==> src/rtl/minterm_table_scanner.sv <==
// ----------------------------------------------------------------------------
// minterm_table_scanner
//
// Sequential truth-table generator for an N_IN-input sum-of-minterms function.
// The minterm set is a runtime mask that is captured when a scan starts. A
// scan walks all 2^N_IN input combinations and streams one (vars, s) row per
// accepted beat over a valid/ready handshake. It also counts the accepted
// rows whose function value is 1.
//
// Optional feature macro: GRAY_ORDER_EN
//   defined   : rows are emitted in reflected Gray order (vars = idx ^ idx>>1),
//               so consecutive rows differ in exactly one bit.
//   undefined : rows are emitted in ascending binary order (vars = idx).
//
// Parameters
//   N_IN            number of function inputs (1..8); vars[N_IN-1] is the MSB
//
// Ports
//   i_clk           rising-edge clock
//   i_reset         synchronous, active-high reset
//   i_start         begin a scan (sampled only while idle)
//   i_minterm_mask  bit k=1 -> minterm k is in the function (latched at start)
//   i_out_ready     consumer accepts the current row
//   o_out_valid     current row valid
//   o_out_vars      input combination of the current row
//   o_out_s         function value for o_out_vars
//   o_busy          high while scanning and during the done cycle
//   o_done          one-cycle pulse after the last row is accepted
//   o_ones_count    accepted rows with s=1 in the current/last scan
// ----------------------------------------------------------------------------
module minterm_table_scanner #(
   parameter int N_IN = 4
) (
   input  logic                  i_clk,
   input  logic                  i_reset,
   input  logic                  i_start,
   input  logic [(1<<N_IN)-1:0]  i_minterm_mask,
   input  logic                  i_out_ready,
   output logic                  o_out_valid,
   output logic [N_IN-1:0]       o_out_vars,
   output logic                  o_out_s,
   output logic                  o_busy,
   output logic                  o_done,
   output logic [N_IN:0]         o_ones_count
);

   localparam int M_W = 1 << N_IN;

   typedef enum logic [1:0] {
      S_IDLE = 2'd0,
      S_SCAN = 2'd1,
      S_DONE = 2'd2
   } state_t;

   state_t            r_state;
   logic [N_IN-1:0]   r_idx;
   logic [M_W-1:0]    r_mask;
   logic [N_IN:0]     r_ones;
   logic              r_valid;
   logic              r_busy;
   logic              r_done;

   logic [N_IN-1:0]   w_vars;
   logic              w_mask_bit;
   logic              w_last;
   logic              w_accept;

   // Row ordering: the scan index always counts in binary; only the
   // presented combination changes with the ordering option.
`ifdef GRAY_ORDER_EN
   assign w_vars = r_idx ^ (r_idx >> 1);
`else
   assign w_vars = r_idx;
`endif

   assign w_mask_bit = r_mask[w_vars];
   assign w_last     = &r_idx;
   assign w_accept   = r_valid & i_out_ready;

   always_ff @(posedge i_clk) begin
      if (i_reset) begin
         r_state <= S_IDLE;
         r_idx   <= '0;
         r_mask  <= '0;
         r_ones  <= '0;
         r_valid <= 1'b0;
         r_busy  <= 1'b0;
         r_done  <= 1'b0;
      end else begin
         case (r_state)
            S_IDLE: begin
               r_done <= 1'b0;
               if (i_start) begin
                  r_mask  <= i_minterm_mask;
                  r_idx   <= '0;
                  r_ones  <= '0;
                  r_valid <= 1'b1;
                  r_busy  <= 1'b1;
                  r_state <= S_SCAN;
               end
            end
            S_SCAN: begin
               if (w_accept) begin
                  r_ones <= r_ones + (N_IN+1)'(w_mask_bit);
                  if (w_last) begin
                     // Index wraps back to 0 so the idle output reads as row 0.
                     r_idx   <= '0;
                     r_valid <= 1'b0;
                     r_done  <= 1'b1;
                     r_state <= S_DONE;
                  end else begin
                     r_idx <= r_idx + N_IN'(1);
                  end
               end
            end
            S_DONE: begin
               // Start is deliberately not sampled here.
               r_done  <= 1'b0;
               r_busy  <= 1'b0;
               r_state <= S_IDLE;
            end
            default: begin
               r_state <= S_IDLE;
               r_valid <= 1'b0;
               r_busy  <= 1'b0;
               r_done  <= 1'b0;
            end
         endcase
      end
   end

   assign o_out_valid  = r_valid;
   assign o_out_vars   = w_vars;
   // Function value is only meaningful on a valid row; forced low otherwise.
   assign o_out_s      = r_valid & w_mask_bit;
   assign o_busy       = r_busy;
   assign o_done       = r_done;
   assign o_ones_count = r_ones;

endmodule

==> config.mk <==
export PLATFORM = sky130hd
export DESIGN_NAME = minterm_table_scanner
export DESIGN_NICKNAME = d
export VERILOG_FILES = /design/src/rtl/minterm_table_scanner.sv
export SDC_FILE = /design/constraint.sdc
export NUM_CORES = 1
export LEC_CHECK = 0
export ABC_CLOCK_PERIOD_IN_PS = 2300
export BUFFER_PORTS_ARGS = -buffer_cell sky130_fd_sc_hd__buf_2
export CAP_MARGIN = 20
export CORE_ASPECT_RATIO = 1.5
export CORE_MARGIN = 3
export CORE_UTILIZATION = 30
export DETAILED_ROUTE_END_ITERATION = 16
export GPL_ROUTABILITY_DRIVEN = 0
export GPL_TIMING_DRIVEN = 0
export SLEW_MARGIN = 40
export SYNTH_ARGS = -nofsm -noshare
export SYNTH_HDL_FRONTEND = slang
export SYNTH_SLANG_ARGS = --single-unit
==> constraint.sdc <==
create_clock -name i_clk -period 2.3 [get_ports i_clk]
set_clock_uncertainty 0.2 [all_clocks]
set_input_delay 0.115 -clock i_clk [delete_from_list [all_inputs] [get_ports i_clk]]
set_output_delay 0.115 -clock i_clk [all_outputs]
set_load 0.01 [all_outputs]
## Word level (Yosys, flattened, before mapping)

Index checks and enable logic that the tools add are counted.

- Bitwise operators: 4
- Muxes and demuxes: 18
- Reductions and logical operators: 10
- Eq/ne operators: 5
- Add/subtract/negate cells: 2
- Magnitude comparators: 1

Operator list:

| operator | count |
|---|---|
| $mux W4 | 3 |
| $mux W5 | 2 |
| $pmux W5 S2 | 1 |
| $pmux W4 S2 | 1 |
| $reduce_and A4 Y1 | 2 |
| $mux W2 | 3 |
| $ne A2 B2 Y1 const B | 3 |
| $reduce_and A3 Y1 | 2 |
| $add A5 B1 Y5 | 1 |
| $lt A4 B5 Y1 const B | 1 |
| $reduce_and A5 Y1 | 1 |
| $add A4 B1 Y4 const B | 1 |
| $bmux W1 S4 | 1 |
| $mux W1 | 4 |
| $pmux W2 S2 | 1 |
| $reduce_and A2 Y1 | 2 |
| $pmux W1 S3 | 1 |
| $and A1 B1 Y1 | 2 |
| $eq A2 B1 Y1 const B | 1 |
| $eq A2 B2 Y1 const B | 1 |
| $logic_not A2 Y1 | 1 |
| $not A1 Y1 | 2 |
| $pmux W1 S2 | 1 |
| $reduce_bool A2 Y1 | 1 |
| $reduce_or A2 Y1 | 1 |

- Output and inout port bits: 13
- Bits in registers: 30
- Logic and storage cells: 47
- Bits of input ports: 20

## Longest topological paths before layout

Gate-level depths: netlist (run 1).

- Word-level depth: 5
- Mapped depth: 10
- Gate-level depth less buffers: 9

## Worst setup path after synthesis (run 1)

No wires, ideal clock.

- Kind: flip-flop to flip-flop
- Start point: register r_idx[1], in the netlist o_out_vars[1]
- End point: register r_ones[4], in the netlist o_ones_count[4]
- Data arrival time: 2.079 ns
- Library setup time: 0.132 ns
- Path buffers: 1
- Period minus slack after synthesis: 2.411 ns
- Stages on the path, launching flop included: 11
- Path slack: -0.111 ns
- Data required time: 1.968 ns
- Cell sequence: dfxtp_1 -> buf_6 -> mux4_2 -> nor2b_4 -> a211oi_2 -> a21oi_1 -> ha_1 -> ha_1 -> o2111ai_1 -> xor2_1 -> nor3_1

- Longest elaborated chain between the ends: 5

Ends and longest elaborated chain:

| what | RTL line | text |
|---|---|---|
| start: declaration | 56 | `logic [N_IN-1:0] r_idx;` |
| start signal: assignment | 112 | `r_idx <= r_idx + N_IN'(1);` |
| $bmux W1 S4 | 76 | `assign w_mask_bit = r_mask[w_vars];` |
| $mux W1 (not written as such) | 76 |  |
| $add A5 B1 Y5 | 104 | `r_ones <= r_ones + (N_IN+1)'(w_mask_bit);` |
| $mux W5 | 103 | `if (w_accept) begin` |
| $pmux W5 S2 | 90 | `case (r_state)` |
| end signal: assignment | 104 |  |
| end: declaration | 58 | `logic [N_IN:0] r_ones;` |

Every way passes these cells. The select of a mux whose other input is x is not followed.
A chain may end at the register's enable or synchronous reset.

## Worst setup path in the final report (run 1)

Ends and elaborated chain as after synthesis.

==> summary.md, run 1 <==
| Metric | Value |
|---|---|
| Outcome | `finished with violations` |
| Failing checks | `setup timing` |
| RSZ-0062 raised after global routing | `yes` |
| Average wire per cell in the routed design | `12.3 microns` |
| Area of the placeable core | `4250 sq um` |
| Avg Synthesized Cell Area | `9.05 sq um` |
| Length of the first detailed-routing pass in iterations | `4` |
| Clock edge transition at the registers on the reported setup and hold paths | `0.06 ns` |
| # nets final | `229` |
| Synthesized instance count | `147` |
| Type of destination of the critical path | `flip-flop` |
| Number of synthesis warnings | `0` |
| Starting DRT DRC Count | `14` |
| Final clock period utilization by the worst path | `102%` |
| Max-Cap Viols | `0` |
| Pre-CTS setup slack | `-0.126 ns` |
| Wire length of the first global-routing pass | `5.52 mm` |
| Number of I/O pins | `33` |
| Post-synthesis net count | `170` |
| Final cell area excluding filler cells | `1860 sq um` |
| Number of unique standard cell types used by synthesis | `30` |
| Gr ovfl total | `0` |
| Area after detailed placement | `1540 sq um` |
| Power Dens Cells | `604 nW/um^2` |
| Leakage power of the design | `0.779 nW` |
| Total count of hold-check failures in the final report | `0` |
| Cell Chain, Critical Path | `buf_6 > mux4_2 > nor2b_4 > a211oi_2 > a21oi_1 > ha_2 > ha_4 > o2111ai_2 > xor2_1 > nor3_1` |
| Fraction of synthesized cell area taken by the top area cell type | `45.2%` |
| Total negative slack for setup checks | `-0.0934 ns` |
| Number of DRC violations after detailed routing | `0` |
| Max-slew violation count | `0` |
| Initial core utilization | `31.3%` |
| Worst ir drop on vdd | `0.400 mV` |
| Number of placement rows | `29` |
| Via count of the first global-routing pass | `1216` |
| Worst path top cell family by delay | `multiplexers` |
| Category of the worst setup path launch point | `flip-flop` |
| ANT nets after route | `0` |
| Cell at the slowest stage of the critical path | `sky130_fd_sc_hd__mux4_2` |
| CP Data Required Time | `2.25 ns` |
| Synth top area cells | `sky130_fd_sc_hd__dfxtp_1 45%, sky130_fd_sc_hd__nand2_1 9.3%, sky130_fd_sc_hd__a21oi_1 8.7%` |
| Die Area | `5280 sq um` |
| Number of buffers on the longest clock path | `2` |
| Final setup margin | `-0.0449 ns` |
| Relative max-transition margin | `62.6%` |
| Die height | `87.6 microns` |
| Floorplan die width | `60.4 microns` |
| Skew-Pair Late Insertion Delay | `0.28 ns` |
| Proportion of layout cells with a drive suffix above 1 | `29.5%` |
| Area of the mapped netlist | `1330 sq um` |
| Tightest hold margin | `0.0201 ns` |
| FMAX | `426 MHz` |
| Maximum level of the CTS H-tree | `2` |
| Worst min-delay path category | `input port to flip-flop` |
| Maximum number of pins on one net before global-route repair | `11` |
| Leading area contributor after synthesis | `sky130_fd_sc_hd__dfxtp_1` |
| Data arrival time of the worst path | `2.30 ns` |
| Post-synthesis to final-layout area growth | `40.2%` |
| Delay of the slowest cell on the worst path | `0.51 ns` |
| Minimum period implied by the final worst setup slack | `2.34 ns` |
| Number of antenna violations at the first check in global routing | `0` |
| Antenna diode count | `0` |
| Clock Root Buffer | `sky130_fd_sc_hd__clkbuf_8` |
| Routed via count divided by cell count | `4.83` |
| Clock tree from TritonCTS | `done` |
| Clock sink count | `30` |
| Post-Route WL | `3.12 mm` |
| Category of the critical setup timing path | `flip-flop to flip-flop` |
| Synthesized flop and latch total | `30` |
| Number of clock buffers inserted by TritonCTS | `5` |
| Largest fanout on the critical path | `6` |
| Worst Tran Pin Value | `0.558 ns` |
| Total vias in the final route | `1222` |
| Count of endpoints failing setup in the final report | `3` |
| Count of buffering cells on the critical path with inverters included | `1` |
| Number of port buffers | `31` |
| Part of the Yosys area used for sequential elements | `45.2%` |
| GRT Total Usage | `14.4%` |
| Hpwl dp | `2.17 mm` |
sequential cells by signal (all words and copies together), names as in the netlist:
name and count:
o_busy 1, o_done 1, o_ones_count 5, o_out_valid 1, o_out_vars 4, r_mask 16
r_state 2
cells in the mapped netlist (all sizes together):
| master | instances |
|---|---|
| a211oi | 2 |
| and3 | 1 |
| nor2b | 1 |
| dfxtp | 30 |
| a31oi | 2 |
| nor3 | 8 |
| xor2 | 4 |
| a22oi | 3 |
| clkbuf | 3 |
| buf | 7 |
| ha | 3 |
| a21o | 1 |
| nor3b | 2 |
| nor2 | 5 |
| nand3 | 2 |
| nand3b | 1 |
| mux4 | 4 |
| o21ai | 4 |
| o2111ai | 2 |
| nand2 | 33 |
| a21oi | 23 |
| and4b | 1 |
| nand2b | 2 |
| mux2i | 1 |
| inv | 2 |
layout by cell type, fill, tap and decap left out, types with 4 or more instances in the layout:
cell type and n:
sky130_fd_sc_hd__nor2_1 5, sky130_fd_sc_hd__clkbuf_1 4, sky130_fd_sc_hd__dfxtp_1 29, sky130_fd_sc_hd__clkbuf_8 6, sky130_fd_sc_hd__a21oi_1 23, sky130_fd_sc_hd__dlygate4sd3_1 18
sky130_fd_sc_hd__nor3_1 8, sky130_fd_sc_hd__buf_2 36, sky130_fd_sc_hd__nand2_1 33, sky130_fd_sc_hd__xor2_1 4
through the flow:
step / total power [W] / cells / utilization [%]
floorplan: 0.000633 / 147 / -
global placement: 0.000673 / 224 / 36.3
detailed placement: 0.000675 / 224 / 36.3
CTS: 0.00114 / 253 / 43.8
global route: 0.00118 / 253 / 43.9
finish: 0.00113 / 253 / 43.9
layout make-up:
cell class	count	area, sq um
Sequential cell	30	602
Clock buffer	7	86.3
Buffer	10	58.8
Timing Repair Buffer	52	358
Clock inverter	1	5.00
Inverter	2	7.51
Tap cell	46	57.6
Fill cell	438	2380
Multi-Input combinational cell	105	689
kinds of logic after synthesis:
group	Yosys count	synth area share, %
AOI/OAI and AO/OA	37	16.3
xor gates and xnor gates	4	2.63
adders and majority gates	3	2.82
buffers and inverters	12	4.98
DFF	30	45.2
muxes	5	8.37
and+or+nand+nor	56	19.8
per-layer routing:
metal	up-vias	wire length, microns	global-route usage, %
li1	635	-	-
met1	556	1310	16.2
met2	24	1580	22.9
met3	7	126	4.42
met4	0	99	9.68
met5	-	0	0
worst reg2reg max path, stage by stage, from the launching register on:
cell and delay (ns):
sky130_fd_sc_hd__dfxtp_2 0.33, sky130_fd_sc_hd__buf_6 0.13, sky130_fd_sc_hd__mux4_2 0.51, sky130_fd_sc_hd__nor2b_4 0.14
sky130_fd_sc_hd__a211oi_2 0.18, sky130_fd_sc_hd__a21oi_1 0.08, sky130_fd_sc_hd__ha_2 0.21, sky130_fd_sc_hd__ha_4 0.16
sky130_fd_sc_hd__o2111ai_2 0.06, sky130_fd_sc_hd__xor2_1 0.15, sky130_fd_sc_hd__nor3_1 0.05
repair_timing:
item                                    in CTS  in global routing
endpoints found under the setup margin       3                  6
hold endpoints to repair                    19                  0
hold buffers                                18                  0
buffers inserted                             3                  0
gates resized for setup                      4                  1
pin swaps                                    4                  4
power breakdown:
| group | leakage (nW) | switching [W] | internal (W) |
|---|---|---|---|
| Sequential | 0.246 | 0.0000136 | 0.000542 |
| Combinational | 0.485 | 0.0000649 | 0.0000669 |
| Clock | 0.0482 | 0.000198 | 0.000241 |
| Total | 0.779 | 0.000277 | 0.000850 |
path summary, 6_finish.rpt:
path	slack, ns	cells past startpoint	startpoint	end
worst max-delay path	-0.04	10	o_out_vars[1]	o_ones_count[4]
worst min-delay path	0.02	2	i_reset	o_ones_count[1]
worst max register to register	-0.04	10	o_out_vars[1]	o_ones_count[4]
worst min register to register	0.25	2	r_mask[10]	r_mask[10]
No activity file was read; power rests on OpenSTA's default activity.
==> run 2: changes to the inputs <==
CTS_BUF_LIST = sky130_fd_sc_hd__clkbuf_16   (was default)
==> run 2 against run 1 <==
Effect of this change: the flow still finishes with violations (setup timing); critical endpoint is now o_ones_count[2]; cell count unchanged; total power up 14%; utilization rose by 1.1 points; largest power group is now the clock network; sequential share of layout area is 0.78 points lower; die area unchanged.
==> summary.md, run 2 (synthesis results as in run 1) <==
| Metric | Value |
|---|---|
| Clock sink count | `30 (unchanged)` |
| Count of endpoints failing setup in the final report | `2 (-1)` |
| Commonest cells after routing, fill and taps aside | `36 x sky130_fd_sc_hd__buf_2, 33 x sky130_fd_sc_hd__nand2_1, 29 x sky130_fd_sc_hd__dfxtp_1` |
| Final cell area excluding filler cells | `1910 sq um (+2.5%)` |
| Post-synthesis to final-layout area growth | `43.6%` |
| Leakage power of the design | `0.803 nW (+3.1%)` |
| Routed via count divided by cell count | `4.88 (+0.98%)` |
| Hpwl dp | `2.17 mm (unchanged)` |
| Maximum number of pins on one net before global-route repair | `11 (unchanged)` |
| Total count of hold-check failures in the final report | `0 (unchanged)` |
| Clock edge transition at the registers on the reported setup and hold paths | `0.05 ns (about the same)` |
| Minimum period implied by the final worst setup slack | `2.34 ns (-0.00988 ns)` |
| Worst ir drop on vdd | `0.531 mV (+33%)` |
| Area after detailed placement | `1540 sq um (unchanged)` |
| Clock tree from TritonCTS | `done` |
| Number of buffers on the longest clock path | `2 (unchanged)` |
| Number of port buffers | `31 (unchanged)` |
| Total vias in the final route | `1234 (+0.98%)` |
| Proportion of layout cells with a drive suffix above 1 | `29.0% (-0.48 points)` |
| Total power of the final layout | `0.00129 W (+14%)` |
| Worst min-delay path category | `input port to flip-flop` |
| Post-Route WL | `3.05 mm (-2.2%)` |
| Number of placed instances with taps included | `224 (unchanged)` |
| FMAX | `428 MHz (+0.42%)` |
| Final clock period utilization by the worst path | `102% (-0.43 points)` |
| Worst Tran Pin Value | `0.544 ns (-0.0149 ns)` |
| Number of placement rows | `29 (unchanged)` |
| Count of non-filler cells in the finished layout | `253 (unchanged)` |
| Category of the critical setup timing path | `flip-flop to flip-flop` |
| CP Data Required Time | `2.24 ns (about the same)` |
| Relative max-transition margin | `63.6% (+1.0 points)` |
| # nets final | `229 (unchanged)` |
| Die Area | `5280 sq um (unchanged)` |
| Starting DRT DRC Count | `27 (+13)` |
| Register-to-register path setup slack | `-0.04 ns (about the same)` |
| Power Dens Cells | `675 nW/um^2 (+12%)` |
| Area of the placeable core | `4250 sq um (unchanged)` |
| Via count of the first global-routing pass | `1234 (+1.5%)` |
| Flip-flop count of the largest register, all copies and words added | `16 (unchanged)` |
| Failing checks | `setup timing` |
| Tightest hold margin | `0.0402 ns (+0.0201 ns)` |
| Average wire per cell in the routed design | `12.1 microns (-2.2%)` |
| Antenna diode count | `0 (unchanged)` |
| Outcome | `finished with violations` |
| Final setup margin | `-0.0350 ns (+0.00988 ns)` |
| Length of the first detailed-routing pass in iterations | `5 (+1)` |
| ANT nets after route | `0 (unchanged)` |
| Type of destination of the critical path | `flip-flop` |
| Clock Root Buffer | `sky130_fd_sc_hd__clkbuf_16` |
| Die height | `87.6 microns (unchanged)` |
| Number of I/O pins | `33 (unchanged)` |
| Gr ovfl total | `0 (unchanged)` |
| Wire length of the first global-routing pass | `5.58 mm (+1.1%)` |
| RSZ-0062 raised after global routing | `yes` |
| Skew-Pair Late Insertion Delay | `0.27 ns (about the same)` |
| Largest register by flop count | `r_mask` |
| Data arrival time of the worst path | `2.27 ns (-0.03 ns)` |
| Number of DRC violations after detailed routing | `0 (unchanged)` |
| Category of the worst setup path launch point | `flip-flop` |
| Most common library cell in the layout ignoring fill and taps | `sky130_fd_sc_hd__buf_2` |
| Floorplan die width | `60.4 microns (unchanged)` |
| Number of clock buffers inserted by TritonCTS | `5 (unchanged)` |
| Max-Cap Viols | `0 (unchanged)` |
| Number of antenna violations at the first check in global routing | `0 (unchanged)` |
| GRT Total Usage | `14.4% (-0.089 points)` |
| Initial core utilization | `31.3% (unchanged)` |
| Max-slew violation count | `0 (unchanged)` |
| Largest fanout on the critical path | `6 (unchanged)` |
| Maximum level of the CTS H-tree | `2 (unchanged)` |
| Final Util | `45.0% (+1.1 points)` |
[run 2: cell count changes in the layout (fill, tap and decap cells not counted)]
cell | previous run | this run
sky130_fd_sc_hd__clkbuf_1 | 4 | 3
sky130_fd_sc_hd__inv_1 | 1 | 2
sky130_fd_sc_hd__clkinv_1 | 0 | 1
sky130_fd_sc_hd__clkbuf_8 | 6 | 0
sky130_fd_sc_hd__clkbuf_16 | 0 | 5
[run 2: power by group]
| part | switching, W | internal, W |
|---|---|---|
| clock network | 0.000211 | 0.000389 |
| registers | 0.0000135 | 0.000544 |
| logic | 0.0000646 | 0.0000668 |
[run 2: through the flow]
step           worst slack (ns)  setup TNS [ns]
2_1_floorplan           0.00971               0
3_5_place_dp             -0.126          -0.340
6_report                -0.0350         -0.0665
4_1_cts                  -0.117          -0.326
5_1_grt                  -0.155          -0.459
3_3_place_gp             -0.116          -0.314
[run 2: worst paths after layout]
check                start               to  depth (start not counted)
min reg2reg     r_mask[10]       r_mask[10]                          2
min                i_reset  o_ones_count[1]                          2
max          o_out_vars[1]  o_ones_count[2]                         10
max reg2reg  o_out_vars[1]  o_ones_count[2]                         10
[run 2: timing repair]
action / in CTS / in global routing
endpoints found under the hold margin: 19 / 0
buffers inserted: 3 / 0
hold buffers: 18 / 0
pin swaps: 4 / 4
resized for setup: 4 / 1
setup endpoints to repair: 3 / 6
gates cloned: 0 / 0
[run 2: critical path, cell delays in order (launching register included)]
cell                       delay [ns]
sky130_fd_sc_hd__dfxtp_2         0.33
sky130_fd_sc_hd__buf_6           0.13
sky130_fd_sc_hd__mux4_2          0.51
sky130_fd_sc_hd__nor2b_4         0.14
sky130_fd_sc_hd__a211oi_2        0.18
sky130_fd_sc_hd__a21oi_1         0.08
sky130_fd_sc_hd__ha_2            0.21
sky130_fd_sc_hd__ha_4            0.16
sky130_fd_sc_hd__o21ai_2         0.06
sky130_fd_sc_hd__xor2_1          0.15
sky130_fd_sc_hd__nor3_1          0.06
[run 2: final cells by class]
class / instances / area [sq um]
Fill cell: 429 / 2330
Inverter: 2 / 7.51
Multi-Input combinational cell: 105 / 689
Clock inverter: 3 / 12.5
Buffer: 10 / 58.8
Clock buffer: 5 / 125
Tap cell: 46 / 57.6
Sequential cell: 30 / 602
Timing Repair Buffer: 52 / 358
[run 2: layer usage]
metal / part of all wire, % / up-vias / wire [microns] / global-route usage, %
li1: - / 638 / - / -
met1: 42 / 567 / 1290 / 16.6
met2: 51 / 24 / 1560 / 23.4
met3: 4.3 / 5 / 130 / 4.87
met4: 2.2 / 0 / 67 / 6.65
met5: 0 / - / 0 / 0
==> run 3: changes to the inputs <==
SKIP_CTS_REPAIR_TIMING = 1   (was default)
==> run 3 against run 2 <==
Effect of this change: the flow still finishes with violations (setup timing); cell count down 0.40%; sequential cell count did not move; sequential share of layout area is essentially flat; highest routed layer unchanged; via count decreased by 0.16%; utilization down 0.059 points; total power grew 0.24%; setup slack worse by 0.066 ns; design area fell by 0.13%; die area unchanged; largest cell class unchanged; global-route usage fell by 0.80 points; routed wire length down 0.56%; first-iteration DRC count decreased by 41%.
==> summary.md, run 3 (synthesis results as in run 1) <==
| Metric | Value |
|---|---|
| Flip-flop count of the largest register, all copies and words added | `16 (unchanged)` |
| Power share of the clock group | `46.6% (about the same)` |
| Area used by multi-input combinational logic | `694 sq um (+0.73%)` |
| Total count of hold-check failures in the final report | `0 (unchanged)` |
| Gr ovfl total | `0 (unchanged)` |
| Post-synthesis to final-layout area growth | `43.5%` |
| Skew-Pair Late Insertion Delay | `0.27 ns (about the same)` |
| CP Data Required Time | `2.24 ns (about the same)` |
| Worst Tran Pin Value | `0.551 ns (+0.00762 ns)` |
| Setup crit end | `o_ones_count[4]` |
| Number of port buffers | `31 (unchanged)` |
| Final Util | `44.9% (-0.059 points)` |
| Largest fanout on the critical path | `7 (+1)` |
| Antenna diode count | `0 (unchanged)` |
| Max-Cap Viols | `0 (unchanged)` |
| Tightest hold margin | `0.0298 ns (-0.0104 ns)` |
| Clock edge transition at the registers on the reported setup and hold paths | `0.05 ns (about the same)` |
| Maximum number of pins on one net before global-route repair | `11 (unchanged)` |
| Count of endpoints failing setup in the final report | `3 (+1)` |
| Area after detailed placement | `1540 sq um (unchanged)` |
| Launch point of the worst path | `o_out_vars[1]` |
| Number of placement rows | `29 (unchanged)` |
| Commonest cells after routing, fill and taps aside | `36 x sky130_fd_sc_hd__buf_2, 33 x sky130_fd_sc_hd__nand2_1, 29 x sky130_fd_sc_hd__dfxtp_1` |
| Switching portion of total power | `22.6% (+0.14 points)` |
| Via count of the first global-routing pass | `1130 (-8.4%)` |
| Average wire per cell in the routed design | `12.0 microns (-0.16%)` |
| RSZ-0062 raised after global routing | `yes` |
| Maximum level of the CTS H-tree | `2 (unchanged)` |
| Proportion of layout cells with a drive suffix above 1 | `29.1% (+0.14 points)` |
| Max-slew violation count | `0 (unchanged)` |
| Number of I/O pins | `33 (unchanged)` |
| Share of total power in sequential cells | `43.1% (about the same)` |
| Worst flop-to-flop path endpoint | `o_ones_count[4]` |
| Clock tree from TritonCTS | `done` |
| Clock sink count | `30 (unchanged)` |
| Die height | `87.6 microns (unchanged)` |
| Area of the placeable core | `4250 sq um (unchanged)` |
| Routed via count divided by cell count | `4.89 (+0.23%)` |
| Die Area | `5280 sq um (unchanged)` |
| Post-Route WL | `3.03 mm (-0.56%)` |
| Category of the worst setup path launch point | `flip-flop` |
| Relative max-transition margin | `63.1% (-0.51 points)` |
| Data arrival time of the worst path | `2.34 ns (+0.07 ns)` |
| Most common library cell in the layout ignoring fill and taps | `sky130_fd_sc_hd__buf_2` |
| Length of the first detailed-routing pass in iterations | `6 (+1)` |
| Category of the critical setup timing path | `flip-flop to flip-flop` |
| GRT Total Usage | `13.6% (-0.80 points)` |
| Largest register by flop count | `r_mask` |
| Wire length of the first global-routing pass | `5.23 mm (-6.3%)` |
| Number of DRC violations after detailed routing | `0 (unchanged)` |
| Total of fill cells in the finished design | `431 (+0.47%)` |
| Final clock period utilization by the worst path | `104% (+2.9 points)` |
| Type of destination of the critical path | `flip-flop` |
| Total power of the final layout | `0.00129 W (+0.24%)` |
| Power Dens Cells | `677 nW/um^2 (+0.37%)` |
| Floorplan die width | `60.4 microns (unchanged)` |
| Final setup margin | `-0.101 ns (-0.0658 ns)` |
| Final cell area excluding filler cells | `1910 sq um (-0.13%)` |
| Number of placed instances with taps included | `224 (unchanged)` |
| Minimum period implied by the final worst setup slack | `2.40 ns (+0.0658 ns)` |
| Internal power | `0.00100 W (about the same)` |
| Clock Root Buffer | `sky130_fd_sc_hd__clkbuf_16` |
| Count of non-filler cells in the finished layout | `252 (-0.40%)` |
| Switching power of the nets | `0.000292 W (+0.86%)` |
| Outcome | `finished with violations` |
| FMAX | `417 MHz (-2.7%)` |
| Failing checks | `setup timing` |
| Number of buffers on the longest clock path | `2 (unchanged)` |
| Combinational fraction of design power | `10.3% (about the same)` |
| Number of clock buffers inserted by TritonCTS | `5 (unchanged)` |
| Leakage power of the design | `0.800 nW (-0.43%)` |
| Initial core utilization | `31.3% (unchanged)` |
| Register-to-register path setup slack | `-0.10 ns (-0.07 ns)` |
| Worst min-delay path category | `input port to flip-flop` |
| ANT nets after route | `0 (unchanged)` |
| Number of antenna violations at the first check in global routing | `0 (unchanged)` |
| Area used by sequential logic in the layout | `602 sq um (unchanged)` |
| Worst ir drop on vdd | `0.530 mV (about the same)` |
| Hpwl dp | `2.17 mm (unchanged)` |
| Total vias in the final route | `1232 (-0.16%)` |
| Cells on worst reg2reg path | `10 (unchanged)` |
| Reg-to-reg startpoint | `o_out_vars[1]` |
| Starting DRT DRC Count | `16 (-41%)` |
| # nets final | `228 (-0.44%)` |
-- run 3: layer usage --
layer,part of all wire [%],vias up,track usage [%]
li1,-,637,-
met1,42,566,15.9
met2,51,24,21.6
met3,4.1,5,4.87
met4,2.2,0,6.65
met5,0,-,0
-- run 3: area by class of cell --
cell class	instances	share of cell area, %
timing repair buffer	51	18.4
tap	46	3.02
clock buffer	5	6.56
sequential	30	31.5
inverter	2	0.393
multi-input combinational	105	36.4
buffer	10	3.08
clock inverter	3	0.656
-- run 3: through the flow --
stage	setup slack (ns)	TNS (ns)
3_5_place_dp	-0.126	-0.340
2_1_floorplan	0.00971	0
6_report	-0.101	-0.254
5_1_grt	-0.214	-0.806
3_3_place_gp	-0.116	-0.314
4_1_cts	-0.147	-0.389
-- run 3: how the worst min path moves through the flow --
stage                                   from               to  slack, ns  depth (start not counted)
after floorplan           i_minterm_mask[10]       r_mask[10]       0.05                          2
after global placement    i_minterm_mask[10]       r_mask[10]       0.16                          3
after detailed placement   i_minterm_mask[9]        r_mask[9]       0.16                          3
after CTS                  i_minterm_mask[8]        r_mask[8]      -0.12                          3
after global routing                 i_reset  o_ones_count[1]       0.07                          2
final                                i_reset  o_ones_count[1]       0.03                          2
-- run 3: critical path, stage by stage (launching register included) --
cell and delay, ns:
sky130_fd_sc_hd__dfxtp_2 0.34, sky130_fd_sc_hd__buf_6 0.14, sky130_fd_sc_hd__mux4_2 0.51, sky130_fd_sc_hd__nor2b_4 0.14, sky130_fd_sc_hd__a211oi_2 0.22, sky130_fd_sc_hd__a21oi_1 0.08, sky130_fd_sc_hd__ha_2 0.21, sky130_fd_sc_hd__ha_4 0.16
sky130_fd_sc_hd__o2111ai_2 0.06, sky130_fd_sc_hd__xor2_1 0.16, sky130_fd_sc_hd__nor3_1 0.05
-- run 3: power groups by stage --
stage	logic [W]	clock network (W)	registers (W)
after floorplan	0.0000675	0	0.000566
after global routing	0.000151	0.000655	0.000560
after CTS	0.000107	0.000618	0.000557
after global placement	0.000106	0	0.000567
final	0.000133	0.000603	0.000557
after detailed placement	0.000107	0	0.000567
